**config.mk**
```make
export PLATFORM = sky130hd
export DESIGN_NAME = imm_gen_pipe
export DESIGN_NICKNAME = d
export VERILOG_FILES = /design/src/rtl/imm_gen_pipe.sv
export SDC_FILE = /design/constraint.sdc
export NUM_CORES = 1
export LEC_CHECK = 0
export BUFFER_PORTS_ARGS = -buffer_cell sky130_fd_sc_hd__buf_2
export CORE_MARGIN = 1
export CORE_UTILIZATION = 59
export CTS_CLUSTER_SIZE = 25
export DETAILED_ROUTE_END_ITERATION = 16
export PLACE_DENSITY = 0.84
export SLEW_MARGIN = 30
export SYNTH_ARGS = -nofsm -noshare
export SYNTH_HDL_FRONTEND = slang
export SYNTH_SLANG_ARGS = --single-unit
```
**constraint.sdc**
```tcl
create_clock -name clk -period 7.97 [get_ports clk]
set_input_delay 0.797 -clock clk [delete_from_list [all_inputs] [get_ports clk]]
set_output_delay 0.797 -clock clk [all_outputs]
set_load 0.01 [all_outputs]
```
**src/rtl/imm_gen_pipe.sv**
```systemverilog
// RISC-V immediate generator with a 2-entry elastic output buffer (valid/ready both sides).
// Optional: define IMMGEN_ILLEGAL_CNT_EN to add the saturating illegal_cnt port.
module imm_gen_pipe #(
  parameter int unsigned XLEN = 32
) (
  input  logic            clk,
  input  logic            rst,
  input  logic            flush,
  input  logic            in_valid,
  output logic            in_ready,
  input  logic [31:0]     in_instr,
  output logic            out_valid,
  input  logic            out_ready,
  output logic [31:0]     out_instr,
  output logic [XLEN-1:0] out_imm,
  output logic [2:0]      out_fmt,
`ifdef IMMGEN_ILLEGAL_CNT_EN
  output logic [15:0]     illegal_cnt,
`endif
  output logic            out_illegal
);

  localparam int unsigned FMT_W = 3;
  localparam int unsigned CNT_W = 2;

  localparam logic [FMT_W-1:0] FMT_NONE = 3'd0;
  localparam logic [FMT_W-1:0] FMT_I    = 3'd1;
  localparam logic [FMT_W-1:0] FMT_S    = 3'd2;
  localparam logic [FMT_W-1:0] FMT_B    = 3'd3;
  localparam logic [FMT_W-1:0] FMT_U    = 3'd4;
  localparam logic [FMT_W-1:0] FMT_J    = 3'd5;

  localparam logic [6:0] OP_IMM    = 7'b0010011;
  localparam logic [6:0] OP_LOAD   = 7'b0000011;
  localparam logic [6:0] OP_JALR   = 7'b1100111;
  localparam logic [6:0] OP_STORE  = 7'b0100011;
  localparam logic [6:0] OP_BRANCH = 7'b1100011;
  localparam logic [6:0] OP_JAL    = 7'b1101111;
  localparam logic [6:0] OP_LUI    = 7'b0110111;
  localparam logic [6:0] OP_AUIPC  = 7'b0010111;
  localparam logic [6:0] OP_REG    = 7'b0110011;
  localparam logic [6:0] OP_FENCE  = 7'b0001111;
  localparam logic [6:0] OP_SYSTEM = 7'b1110011;

  typedef struct packed {
    logic [31:0]      instr;
    logic [XLEN-1:0]  imm;
    logic [FMT_W-1:0] fmt;
    logic             illegal;
  } entry_t;

  entry_t           dec;
  entry_t           head_q;
  entry_t           tail_q;
  logic [CNT_W-1:0] count_q;
  logic [CNT_W-1:0] count_nxt;
  logic             push;
  logic             pop;

  // Opcode classification and sign-extended immediate; any unlisted opcode
  // (including words whose low two bits are not 11) is illegal.
  always_comb begin
    dec       = '0;
    dec.instr = in_instr;
    case (in_instr[6:0])
      OP_IMM, OP_LOAD, OP_JALR: begin
        dec.fmt = FMT_I;
        dec.imm = XLEN'($signed(in_instr[31:20]));
      end
      OP_STORE: begin
        dec.fmt = FMT_S;
        dec.imm = XLEN'($signed({in_instr[31:25], in_instr[11:7]}));
      end
      OP_BRANCH: begin
        dec.fmt = FMT_B;
        dec.imm = XLEN'($signed({in_instr[31], in_instr[7], in_instr[30:25],
                                 in_instr[11:8], 1'b0}));
      end
      OP_JAL: begin
        dec.fmt = FMT_J;
        dec.imm = XLEN'($signed({in_instr[31], in_instr[19:12], in_instr[20],
                                 in_instr[30:21], 1'b0}));
      end
      OP_LUI, OP_AUIPC: begin
        dec.fmt = FMT_U;
        dec.imm = XLEN'($signed({in_instr[31:12], 12'b0}));
      end
      OP_REG, OP_FENCE, OP_SYSTEM: begin
        dec.fmt = FMT_NONE;
      end
      default: begin
        dec.illegal = 1'b1;
      end
    endcase
  end

  // Handshakes use only registered ready/valid, so out_ready never reaches in_ready.
  always_comb begin
    push      = in_valid && in_ready;
    pop       = out_valid && out_ready;
    count_nxt = count_q;
    case ({push, pop})
      2'b10:   count_nxt = count_q + CNT_W'(1);
      2'b01:   count_nxt = count_q - CNT_W'(1);
      default: count_nxt = count_q;
    endcase
  end

  always_ff @(posedge clk) begin
    if (rst) begin
      count_q   <= '0;
      head_q    <= '0;
      out_valid <= 1'b0;
      in_ready  <= 1'b1;
    end else if (flush) begin
      count_q   <= '0;
      out_valid <= 1'b0;
      in_ready  <= 1'b1;
    end else begin
      count_q   <= count_nxt;
      out_valid <= (count_nxt != CNT_W'(0));
      in_ready  <= (count_nxt != CNT_W'(2));
      // New word lands in head when the buffer is or becomes empty, otherwise in tail.
      if (push && ((count_q == CNT_W'(0)) || (pop && (count_q == CNT_W'(1))))) begin
        head_q <= dec;
      end else if (pop && (count_q == CNT_W'(2))) begin
        head_q <= tail_q;
      end
      if (push && !pop && (count_q == CNT_W'(1))) begin
        tail_q <= dec;
      end
    end
  end

  assign out_instr   = head_q.instr;
  assign out_imm     = head_q.imm;
  assign out_fmt     = head_q.fmt;
  assign out_illegal = head_q.illegal;

`ifdef IMMGEN_ILLEGAL_CNT_EN
  // Counts accepted illegal words, even those later dropped by flush.
  always_ff @(posedge clk) begin
    if (rst) begin
      illegal_cnt <= '0;
    end else if (push && dec.illegal && (illegal_cnt != 16'hFFFF)) begin
      illegal_cnt <= illegal_cnt + 16'd1;
    end
  end
`endif

endmodule

```
==> results of run 1 <==
[cells in the final DEF, fill, tap and decap left out, drive strengths merged, types with 5 or more instances in the layout]
| cell | instances |
|---|---|
| a211oi | 6 |
| a21o | 8 |
| a21oi | 33 |
| a311oi | 31 |
| and2 | 8 |
| buf | 111 |
| bufinv | 5 |
| clkbuf | 22 |
| dfxtp | 72 |
| edfxtp | 68 |
| ha | 5 |
| inv | 11 |
| nand2 | 95 |
| nor2 | 54 |
| nor3 | 7 |
| o21a | 6 |
| o21ai | 5 |
| o221a | 5 |
| o221ai | 19 |
| o22ai | 6 |
[worst max-delay path: cells and delay by family, from the launching register on]
kind	cells	cell delay, ps
AOI/OAI and AO/OA	3	750
adders and majority gates	1	240
buffers and inverters	2	800
DFF	1	330
and+or+nand+nor	2	680
[per-stage QoR]
stage / std cells / hold slack, ps
2_1_floorplan: 523 / 481
3_3_place_gp: 724 / 449
3_5_place_dp: 724 / 448
4_1_cts: 756 / 456
5_1_grt: 756 / 484
6_report: 756 / 452
[worst min path at each step]
stage	start	to	slack (ps)	cells past startpoint
after floorplan	out_illegal	out_illegal	480	2
after global placement	out_illegal	out_illegal	450	2
after detailed placement	out_illegal	out_illegal	450	2
after CTS	out_illegal	out_illegal	460	2
after global routing	out_illegal	out_illegal	480	2
final	out_illegal	out_illegal	450	2
[report_power, final]
part | total, mW | switching (mW) | leakage, nW | internal [mW]
Clock | 0.841 | 0.292 | 0.304 | 0.550
Combinational | 0.157 | 0.0995 | 1.33 | 0.0575
Sequential | 0.793 | 0.0148 | 1.15 | 0.779
[area by class of cell]
cell class / instances / area, µm² / share of cell area (%)
Clock buffer: 22 / 443 / 6.46
Clock inverter: 10 / 189 / 2.75
Inverter: 11 / 41.3 / 0.602
Tap cell: 129 / 161 / 2.35
Multi-Input combinational cell: 333 / 1970 / 28.8
Timing Repair Buffer: 111 / 568 / 8.28
Sequential cell: 140 / 3480 / 50.8
[flip-flops by register name (all words and copies together) (netlist names)]
name / flops
in_ready: 1
tail_q: 68
count_q: 2
out_illegal: 1
out_valid: 1
out_fmt: 3
out_instr: 32
out_imm: 32
[kinds of logic (layout without fill, tap and decap cells)]
group | count (synthesis) | in the layout | share of synthesized area, %
AOI/OAI and AO/OA | 140 | 140 | 19.1
muxes | 2 | 2 | 0.354
and+or+nand+nor | 186 | 186 | 14.0
DFF | 140 | 140 | 61.6
adders and majority gates | 5 | 5 | 1.11
buffers and inverters | 50 | 154 | 3.89
[routing by layer]
layer | share of wire, % | wire, µm | global-route usage (%) | up-vias
met3 | 8.2 | 1180 | 7.24 | 30
li1 | - | - | - | 2108
met2 | 49 | 7030 | 48.8 | 262
met4 | 2.2 | 314 | 12.6 | 0
met5 | 0 | 0 | 0 | -
met1 | 41 | 5890 | 38.7 | 2250
==> results.cfg, run 1 <==
[sta]
setup_slack_ps = 4970
maxSlewViolCount = 0
final.setup.tns_ps = 0
clock_skew_ps = 6.79
worst_pin_slew_ps = 962
hold_violations = 0
clock.fmax_mhz = 334
max_slew_margin_pct = 35.5
period_needed_ps = 3000
period_share_pct = 37.6
grt_setup_unrepaired = no
finalSetupViolCount = 0

[critical_path]
reg2reg_from = count_q[1]
worst_ep_arrival_time_ps = 3390
cp-end-kind = register
cp_slowest_cell = buf_4
critical_path_required_ps = 8360
r2r_slack_ps = 4970
worstPathCellList = inv_1 -> ha_1 -> a31oi_1 -> o21ai_0 -> nor2b_4 -> buf_4 -> nor2_1 -> a311oi_1
endpoint = out_instr[31]
path_class = reg2reg
cp_max_fo = 73
crit_start = count_q[1]
start_kind = register
ff2ff_path_depth = 8
r2r-end = out_instr[31]
max_stage_delay_ps = 710

[synth]
synthArstFlopShare_pct = 0
syn_area_um2 = 5660
syn_area_per_cell_um2 = 10.8
ys_warn_count = 0
yosysTopAreaCellShare_pct = 36.1
synthTopCellsByCount = nand2_1 (95), dfxtp_1 (72), edfxtp_1 (68)
synth_area_leaders = edfxtp_1 (36%), dfxtp_1 (25%), nand2_1 (6.3%)
synth_area_leader_cell = edfxtp_1
seq_area_frac_synth_pct = 61.6
synth_nets = 565
synth_edf_count = 68
synthFlopType = dfxtp_1
netlist_instances = 523
synth_most_common_cell = nand2_1
ys_seq_elements = 140
synth_cell_types = 50

[hold_path]
hold_class = reg2reg

[drt]
via_per_inst = 6.15
drc_errors = 0
routed_wl_mm = 14.4
first_pass_iters = 5
drt-initial-drc-count = 343
drtAntennaViolNets = 0
num_vias = 4650
wl_per_cell_um = 19.1

[place]
dpl_cell_area_um2 = 6230
dp_hpwl_mm = 8.78
dpl_worst_slack_ps = 4900
numPortBuffers = 106
gp_congestion = 0.902

[finish]
final_core_util_pct = 73.9
fill_cells = 633
drive_gt1_share_pct = 26.0
final_area_um2 = 6860
n_antenna_cell = 0
final_nets = 656
area_delta_synth_final_pct = 21.2

[pwr]
power_mw = 1.79
p_leak_nw = 2.78
vdd_drop_max_v = 0.000172
cellPowerDensity_nw_per_um2 = 261

[flow_run]
drv_cap = 0

[die]
start_util_pct = 61.0
die_height_um = 99.9
pin_count = 107
rows = 35
die_area_um2 = 9990
die_x_um = 99.9
core_um2 = 9280

[clock_tree]
cts_tree = built
cts-resized-gates = 0
cts_buffers = 17
root_buffer = clkbuf_8
clk_latency_ps = 530
postCtsSetupBuffers = 0
htree_levels = 4
hold_buffers = 0
clock-sinks = 140
cts_buffer_depth = 2
clkTransAtPathRegs_ps = 60

[grt]
grt_overflow_total = 0
grt_max_degree = 74
grt_pass1_vias = 4384
grt_pass1_wl_mm = 22.4
antenna_found_initial = 0
grt_util_all_layers_pct = 30.0

[run_status]
status = finished, final reports clean
No activity file was read; power rests on OpenSTA's default activity.
==> inputs of run 2 (changes only) <==
Settings changed: CORE_UTILIZATION 59 to 50, PLACE_DENSITY 0.84 to 0.76.
Clock period 7.97 ns to 2.7 ns, I/O delays scaled along.
==> run 2 against run 1 <==
Compared with the run above: flip-flop and latch count stayed put; first-iteration DRC count rose by 5.0%; non-clock buffer count up 10; highest routed layer unchanged; cell count increased by 2.8%; clock skew grew 1.4 ps; fmax grew 50%; combinational power grew to 2.9 times the previous value; worst hold slack worse by 370 ps; power increased to 3.0 times the previous value; global-route usage down 5.4 points; sequential share of layout area decreased by 0.97 points; die area increased by 18%.
==> results.cfg, run 2 (same netlist as run 1, synthesis figures left out) <==
[pwr]
vdd_drop_max_v = 0.000437
p_sw_share_pct = 21.8
p_int_mw = 4.25
power.switching_mw = 1.18
clockPowerShare_pct = 48.3
combPwrFrac_pct = 8.5
seqPwrFrac_pct = 43.1
cellPowerDensity_nw_per_um2 = 776
p_leak_nw = 2.86

[finish]
final_common_cell = buf_2
regMostFlops = tail_q
final_core_util_pct = 64.0
area_delta_synth_final_pct = 23.6
fill_cells = 888
final_nets = 666
drive_gt1_share_pct = 27.3
mostFrequentLayoutCells = buf_2 (106), nand2_1 (95), dfxtp_1 (72)
n_antenna_cell = 0
largest_register_ffs = 68

[critical_path]
max_stage_delay_ps = 380
cp_max_fo = 39
critical_path_required_ps = 3010
ff2ff_path_depth = 7
cp-end-kind = register
path_buf_inv = 2
worstPathCellList = inv_1 -> ha_1 -> a31oi_1 -> or2_1 -> buf_4 -> nand2_1 -> a311oi_1
crit_family = compound AO/OA/AOI/OAI gates
r2r_slack_ps = 700
path_class = reg2reg
worst_ep_arrival_time_ps = 2310
worst-path-stages = 7
start_kind = register
cp_slowest_cell = buf_4

[hold_path]
hold_class = in2reg
hold_depth = 1

[place]
gp_congestion = 0.875
dp_hpwl_mm = 9.15
numPortBuffers = 106

[sta]
worst_hold_slack_ps = 82.2
grt_setup_unrepaired = no
final.setup.tns_ps = 0
hold_violations = 0
finalSetupViolCount = 0
max_slew_margin_pct = 49.4
clock_skew_ps = 8.22
maxSlewViolCount = 0
period_share_pct = 73.9
clock.fmax_mhz = 501
worst_pin_slew_ps = 758
period_needed_ps = 2000

[die]
rows = 38
die_area_um2 = 11700
start_util_pct = 51.8
pin_count = 107
die_height_um = 108
die_x_um = 108
core_um2 = 10900

[clock_tree]
cts-resized-gates = 0
root_buffer = clkbuf_16
htree_levels = 4
cts_buffer_depth = 2
clock-sinks = 140
cts_buffers = 17
clkTransAtPathRegs_ps = 60
postCtsSetupBuffers = 0
cts_tree = built
clk_latency_ps = 420
hold_buffers = 0

[grt]
grt_util_all_layers_pct = 24.6
antenna_found_initial = 0
grt_pass1_vias = 4233
grt_max_degree = 80
grt_overflow_total = 0
grt_pass1_wl_mm = 21.7

[flow_run]
drv_cap = 0

[drt]
drt-initial-drc-count = 360
wl_per_cell_um = 17.8
num_vias = 4512
drtAntennaViolNets = 0
routed_wl_mm = 13.8
first_pass_iters = 6
drc_errors = 0
via_per_inst = 5.81

[run_status]
status = finished, final reports clean
run 2: area by class of cell:
cell class                      count  area, µm²  area share (%)
Clock buffer                       19        453            6.48
Tap cell                          140        175            2.50
Timing Repair Buffer              121        656            9.37
Sequential cell                   140       3480            49.8
Clock inverter                     13        219            3.13
Inverter                           11       41.3           0.590
Multi-Input combinational cell    333       1970            28.1
run 2: power groups by stage:
stage	combinational, mW	clock [mW]	sequential, mW
2_1_floorplan	0.238	0	2.41
3_3_place_gp	0.447	0	2.38
3_5_place_dp	0.460	0	2.38
4_1_cts	0.463	2.66	2.34
5_1_grt	0.513	2.75	2.35
6_report	0.463	2.62	2.34
run 2: routing by layer:
metal	vias up	wire length, µm	track usage [%]
li1	2135	-	-
met1	2165	6050	32.0
met2	189	6560	38.7
met3	23	970	6.45
met4	0	236	10.7
met5	-	0	0
run 2: through the flow:
stage	instance area (µm²)	setup WS [ps]	std cells	total power, mW
global placement	6320	832	745	2.83
floorplan	5660	626	523	2.65
CTS	6990	711	777	5.47
global route	6990	511	777	5.61
finish	6990	704	777	5.43
detailed placement	6320	714	745	2.84
run 2: worst paths after layout:
path                start             to
max            count_q[0]  out_instr[28]
min          in_instr[11]     tail_q[47]
max reg2reg    count_q[0]  out_instr[28]
min reg2reg    out_fmt[2]     out_fmt[2]
